==> src/rtl/seven_seg_pkg.sv <==
// Constants and types shared by the seven-segment decoder and reader.
// Segment encodings are active-low, bit order {g,f,e,d,c,b,a}.
package seven_seg_pkg;

    localparam logic [6:0] SEG_0     = 7'h40;
    localparam logic [6:0] SEG_1     = 7'h79;
    localparam logic [6:0] SEG_2     = 7'h24;
    localparam logic [6:0] SEG_3     = 7'h30;
    localparam logic [6:0] SEG_4     = 7'h19;
    localparam logic [6:0] SEG_5     = 7'h12;
    localparam logic [6:0] SEG_6     = 7'h02;
    localparam logic [6:0] SEG_7     = 7'h78;
    localparam logic [6:0] SEG_8     = 7'h00;
    localparam logic [6:0] SEG_9     = 7'h10;
    localparam logic [6:0] SEG_BLANK = 7'h7F;

    typedef enum logic [1:0] {
        HUNT = 2'd0,
        SCAN = 2'd1,
        DONE = 2'd2
    } state_t;

endpackage

==> src/rtl/seven_seg_pattern_to_bcd.sv <==
// Maps an active-low segment pattern back to {bcd, blank, err}.
// Latency: purely combinational.
// Backpressure: none.
module seven_seg_pattern_to_bcd
    import seven_seg_pkg::*;
(
    input  logic [6:0] pattern,
    output logic [3:0] bcd,
    output logic       blank,
    output logic       err
);

    always_comb begin
        bcd   = 4'hF;
        blank = 1'b0;
        err   = 1'b0;
        case (pattern)
            SEG_0:     bcd = 4'd0;
            SEG_1:     bcd = 4'd1;
            SEG_2:     bcd = 4'd2;
            SEG_3:     bcd = 4'd3;
            SEG_4:     bcd = 4'd4;
            SEG_5:     bcd = 4'd5;
            SEG_6:     bcd = 4'd6;
            SEG_7:     bcd = 4'd7;
            SEG_8:     bcd = 4'd8;
            SEG_9:     bcd = 4'd9;
            SEG_BLANK: begin
                bcd   = 4'd0;
                blank = 1'b1;
            end
            default:   err = 1'b1;
        endcase
    end

endmodule

==> src/rtl/seven_seg_reader.sv <==
// Reassembles a multiplexed seven-segment scan into a frame of BCD digits.
// Latency: digit accepted STABLE edges after a pin change; frame_valid one edge after the last digit.
// Backpressure: none; the display bus is observed passively.
module seven_seg_reader
    import seven_seg_pkg::*;
#(
    parameter int DIGITS = 4,
    parameter int STABLE = 3
) (
    input  logic                clk,
    input  logic                rst,
    input  logic [6:0]          seg_n,
    input  logic [DIGITS-1:0]   an_n,
    output logic [4*DIGITS-1:0] bcd,
    output logic [DIGITS-1:0]   blank,
    output logic [DIGITS-1:0]   err,
    output logic                frame_valid,
    output logic                sync_err
);

    localparam int IW = $clog2(DIGITS);
    localparam int CW = $clog2(STABLE);
    localparam logic [CW-1:0] CNT_MAX  = CW'(STABLE - 1);
    localparam logic [IW-1:0] IDX_LAST = IW'(DIGITS - 1);

    logic [6:0]          s_seg;
    logic [DIGITS-1:0]   s_an;
    logic [CW-1:0]       cnt;
    logic [CW-1:0]       cnt_nxt;
    logic                acc_flag;
    logic                same;
    logic                one_hot;
    logic                acc;
    logic [IW-1:0]       dig_idx;

    logic [3:0]          d_bcd;
    logic                d_blank;
    logic                d_err;

    state_t              state;
    state_t              state_nxt;
    logic [IW-1:0]       idx;
    logic [IW-1:0]       idx_nxt;
    logic                store;
    logic                sync_set;
    logic                upd;
    logic                sync_hit;

    logic [4*DIGITS-1:0] sh_bcd;
    logic [DIGITS-1:0]   sh_blank;
    logic [DIGITS-1:0]   sh_err;

    // The incoming sample is compared with S as it is registered, so the
    // counter reflects how many consecutive samples equal the newest one.
    assign same = (seg_n == s_seg) && (an_n == s_an);

    always_comb begin
        cnt_nxt = '0;
        if (same) begin
            cnt_nxt = (cnt == CNT_MAX) ? CNT_MAX : cnt + 1'b1;
        end
    end

    always_comb begin : find_digit
        int nz;
        nz      = 0;
        dig_idx = '0;
        for (int k = 0; k < DIGITS; k++) begin
            if (!s_an[k]) begin
                nz      = nz + 1;
                dig_idx = IW'(k);
            end
        end
        one_hot = (nz == 1);
    end

    assign acc = same && (cnt_nxt == CNT_MAX) && one_hot && !acc_flag;

    seven_seg_pattern_to_bcd u_decode (
        .pattern (s_seg),
        .bcd     (d_bcd),
        .blank   (d_blank),
        .err     (d_err)
    );

    // Idle bus value on reset so the first driven digit always counts as a change.
    always_ff @(posedge clk) begin
        if (rst) begin
            s_seg    <= SEG_BLANK;
            s_an     <= '1;
            cnt      <= '0;
            acc_flag <= 1'b0;
        end else begin
            s_seg    <= seg_n;
            s_an     <= an_n;
            cnt      <= cnt_nxt;
            acc_flag <= same && (acc_flag || acc);
        end
    end

    always_ff @(posedge clk) begin
        if (rst) begin
            state <= HUNT;
            idx   <= '0;
        end else begin
            state <= state_nxt;
            idx   <= idx_nxt;
        end
    end

    always_comb begin
        state_nxt = state;
        idx_nxt   = idx;
        store     = 1'b0;
        sync_set  = 1'b0;
        case (state)
            HUNT: begin
                if (acc && dig_idx == '0) begin
                    store     = 1'b1;
                    idx_nxt   = IW'(1);
                    state_nxt = SCAN;
                end
            end
            SCAN: begin
                if (acc) begin
                    if (dig_idx == idx) begin
                        store = 1'b1;
                        if (idx == IDX_LAST) begin
                            idx_nxt   = '0;
                            state_nxt = DONE;
                        end else begin
                            idx_nxt = idx + 1'b1;
                        end
                    end else begin
                        sync_set = 1'b1;
                        if (dig_idx == '0) begin
                            store   = 1'b1;
                            idx_nxt = IW'(1);
                        end else begin
                            idx_nxt   = '0;
                            state_nxt = HUNT;
                        end
                    end
                end
            end
            DONE:    state_nxt = HUNT;
            default: state_nxt = HUNT;
        endcase
    end

    always_comb begin
        upd = (state == DONE);
    end

    // sync_err goes through sync_hit so it lands one edge after the acceptance,
    // aligned with how frame_valid follows the final acceptance.
    always_ff @(posedge clk) begin
        if (rst) begin
            sh_bcd      <= '0;
            sh_blank    <= '0;
            sh_err      <= '0;
            bcd         <= '0;
            blank       <= '0;
            err         <= '0;
            frame_valid <= 1'b0;
            sync_hit    <= 1'b0;
            sync_err    <= 1'b0;
        end else begin
            for (int k = 0; k < DIGITS; k++) begin
                if (store && dig_idx == IW'(k)) begin
                    sh_bcd[4*k +: 4] <= d_bcd;
                    sh_blank[k]      <= d_blank;
                    sh_err[k]        <= d_err;
                end
            end
            if (upd) begin
                bcd   <= sh_bcd;
                blank <= sh_blank;
                err   <= sh_err;
            end
            frame_valid <= upd;
            sync_hit    <= sync_set;
            sync_err    <= sync_hit;
        end
    end

endmodule

==> config.mk <==
export PLATFORM = sky130hd
export DESIGN_NAME = seven_seg_reader
export DESIGN_NICKNAME = d
export VERILOG_FILES = /design/src/rtl/seven_seg_pkg.sv /design/src/rtl/seven_seg_pattern_to_bcd.sv /design/src/rtl/seven_seg_reader.sv
export SDC_FILE = /design/constraint.sdc
export NUM_CORES = 1
export LEC_CHECK = 0
export CAP_MARGIN = 20
export CORE_ASPECT_RATIO = 0.6
export CORE_MARGIN = 1
export CORE_UTILIZATION = 46
export CTS_CLUSTER_DIAMETER = 60
export DETAILED_ROUTE_END_ITERATION = 7
export DONT_BUFFER_PORTS = 1
export SLEW_MARGIN = 10
export SYNTH_ARGS = -nofsm -noshare
export SYNTH_HDL_FRONTEND = slang
export SYNTH_SLANG_ARGS = --single-unit
==> constraint.sdc <==
create_clock -name clk -period 3.8 [get_ports clk]
set_clock_uncertainty 0.05 [all_clocks]
set_input_delay 0.38 -clock clk [delete_from_list [all_inputs] [get_ports clk]]
set_output_delay 0.38 -clock clk [all_outputs]
set_load 0.005 [all_outputs]
==> impl_results.md <==
- N_diodes: 0
- YS warnings: 0
- Seq/Total Area, Yosys: 43.04%
- Synth Instances: 365
- Post-DP HPWL: 4816 microns
- Port buffer count: 0
- Row Count: 23
- Part of the power in registers: 46.7%
- Final number of setup-violating endpoints: 0
- Commonest cells after routing, fill and taps aside: dfxtp_1, nand2_1, a21oi_1
- Initial antenna violation count: 0
- Relative slew margins: 45.00%
- WL final: 6993 microns
- Switching pwr: around 0.33 mW
- Fmax: 322.9 MHz
- Antenna-violating nets left: 0
- CTS max path bufs: 2
- Synth top area cells: dfxtp_1, nand2_1, a21oi_1, a211oi_1, xor2_1
- Final min period: 3.097 ns
- Asr flop ratio synth: 0%
- CP Class: register to register
- Yosys top cell area share: 43.04%
- Clk sinks: slightly below 70
- Number of H-tree levels: 3
- Initial Util: 47.86%
- Hold_buf cts: 0
- CP peak stage delay: around 0.75 ns
- Measured slew at the worst slew-check pin: 0.8244 ns
- Per-cell routed wire length: 15.89 microns
- Part of the power in combinational logic: around 4.4%
- Leakage: 1.174 nW
- Startpoint Class: register
- Sw Ratio: 20.78%
- Number of max-cap violations: 0
- Most frequent CP cell: ha_1
- Largest net degree at the start of global routing: a little over 70
- Synth Flop Type: dfxtp_1
- Status: finished clean
- Share of layout cells above drive strength 1: 9.632%
- DR vias/cell: 5.707
- RSZ-0062 raised after global routing: no
- Root Buffer: clkbuf_16
- Nets@finish: ~370
- Synth Net Count: roughly 380
- Hold_sp: rst
- Post-synth top area cell: dfxtp_1
- Critical Path Slowest Stage Cell: and4b_1
- RePlAce Congestion: 0.8371
- CP max FO: 24
- Core Region: between 6000 and 7000 sq um
- Syn Area/Cell: 8.793 sq um
- Overall Global Routing Usage: 21.14%
- P&R area growth vs syn: 7.914%
- Die width: 109.8 microns
- Worst-skew pair later-pin latency: 0.33 ns
- Number of flops mapped to enable cells by yosys: 0
- IO Pins: 39
- Worst hold path type: input pin to register
- DP Cell Count: 425
- Final Max Slew Viols: 0
- Pwr per Cell Area: 461.7 nW/um^2
- Worst-case vdd ir drop: 0.3104 mV
- Crit. Startpoint: s_an[1]$_SDFF_PP1_
- Via count: 2511
- Drt pass-1 iters: 4
- Synth Cell Area: 3209 sq um
- Post-CTS Setup Bufs: 0
- Global-route wire length before repair: 11440 microns
- Count of cell types in the netlist: 54
- CTS tree: built
- Reg-to-Reg Start: s_an[1]$_SDFF_PP1_
- Final hold viol count: 0
- Setup_tns: 0 ns
- Crit path capture type: register
- Crit path DAT: between 3 and 4 ns
- CTS resizes: 0
- Critical-path cell list: inv_1, ha_1, xnor2_1, ha_1, nor2b_1, mux4_2, and4b_1, and3_1, a211oi_1
- Final std cells w/o fill: 440
- Overflow after GRT: 0
- Die height: 66.70 microns
- Commonest non-fill, non-tap cell in the layout: dfxtp_1
- Drt drc: 0
- Clock transition at path regs: 0.05 ns
- Die ar.: 7326 sq um
- Worst Path Required: approximately 3.9 ns
- Tcrit/Tclk final: 81.50%
- Clock buffer count from CTS: 9
- Internal Pwr Total: 1.267 mW
- Yosys reg bits: 69
- Vias in the first global route: 2314
- Initial DRC count: 114
- Clock share of power: 48.9%
==> synth_stat cells, types with 2 or more instances <==
library cell,n
dfxtp_1,69
nand2_1,54
a21oi_1,34
nor2_1,16
clkbuf_1,14
a211oi_1,13
a31oi_1,13
or2_2,11
xor2_1,11
buf_2,10
nand2b_1,9
o21ai_0,9
nand3_1,8
nor2b_1,8
nor3_1,8
nand4_1,7
and3_1,5
ha_1,5
inv_1,5
mux2i_1,5
nand3b_1,4
and4b_1,3
nand4bb_1,3
a32oi_1,2
and2_1,2
and4_1,2
buf_6,2
nand4b_1,2
nor3b_1,2
nor4_1,2
nor4_2,2
o41ai_1,2
xnor2_1,2
==> cells by family (layout without fill, tap and decap cells) <==
| logic type | Yosys count | in the layout | share of synthesized area, % |
|---|---|---|---|
| xor gates and xnor gates | 14 | 14 | 4.055 |
| DFF | 69 | 69 | 43.04 |
| and+or+nand+nor | 154 | 154 | 26.55 |
| buffers and inverters | 33 | 21 | 4.873 |
| muxes | 8 | 8 | 3.080 |
| AOI/OAI and AO/OA | 82 | 82 | 16.45 |
| adders and majority gates | 5 | 5 | 1.949 |
==> power groups by stage <==
stage | registers, mW | logic [mW] | clock network [mW]
CTS | 0.746 | 0.0708 | 0.807
floorplan | 0.748 | 0.0808 | 0
finish | 0.747 | 0.0706 | 0.782
detailed placement | 0.761 | 0.0705 | 0
global placement | 0.761 | 0.0689 | 0
global route | 0.748 | 0.0790 | 0.836
==> metal layers <==
layer / vias to the layer above / track usage, % / part of all wire, %
met4: 0 / 6.167 / 0.33
met1: 1178 / 28.00 / 49
li1: 1267 / - / -
met2: 64 / 30.31 / 43
met5: - / 0 / 0
met3: 2 / 9.785 / 7.2
==> stage by stage <==
stage	hold slack [ns]	utilization [%]	worst slack [ns]	power (mW)	instance area, sq um
after floorplan	0.3638	-	1.178	0.8292	3209
after global placement	0.3832	47.55	0.8367	0.8304	3188
after detailed placement	0.3772	47.55	0.7308	0.8319	3188
after CTS	0.05723	51.65	0.7110	1.624	3463
after global routing	0.06673	51.65	0.4906	1.663	3463
final	0.08127	51.65	0.7030	1.599	3463
==> flip-flops by register name, summed over array words and instances (netlist names) <==
| register | cells |
|---|---|
| bcd | 16 |
| sh_bcd | 16 |
| s_seg | 7 |
| blank | 4 |
| err | 4 |
| s_an | 4 |
| sh_blank | 4 |
| sh_err | 4 |
| cnt | 2 |
| idx | 2 |
| state | 2 |
| acc_flag | 1 |
| frame_valid | 1 |
| sync_err | 1 |
| sync_hit | 1 |
==> worst paths after layout <==
check / end / slack [ns] / cells after the start
max: sh_bcd[11]$_SDFFE_PP0P_ / 0.70 / 9
min: sh_bcd[10]$_SDFFE_PP0P_ / 0.08 / 1
max reg2reg: sh_bcd[11]$_SDFFE_PP0P_ / 0.70 / 9
min reg2reg: sync_err$_SDFF_PP0_ / 0.39 / 1
==> critical path: cells and delay by family, from the launching register on <==
family / cells / cell delay (ns)
buf+inv: 1 / 0.09
mux: 1 / 0.29
compound gates: 1 / 0.09
flops: 1 / 0.41
simple gates: 3 / 1.20
xor+xnor: 1 / 0.16
fa+ha+maj: 2 / 0.67
==> layout make-up <==
| class | instances | area, sq um |
|---|---|---|
| Clock buffer | 13 | 240.2 |
| Clock inverter | 2 | 35.03 |
| Fill cell | 630 | 3242 |
| Inverter | 5 | 18.77 |
| Multi-Input combinational cell | 263 | 1672 |
| Sequential cell | 69 | 1381 |
| Tap cell | 87 | 108.9 |
| Timing Repair Buffer | 1 | 7.507 |
Power figures use the tool's default switching activity.
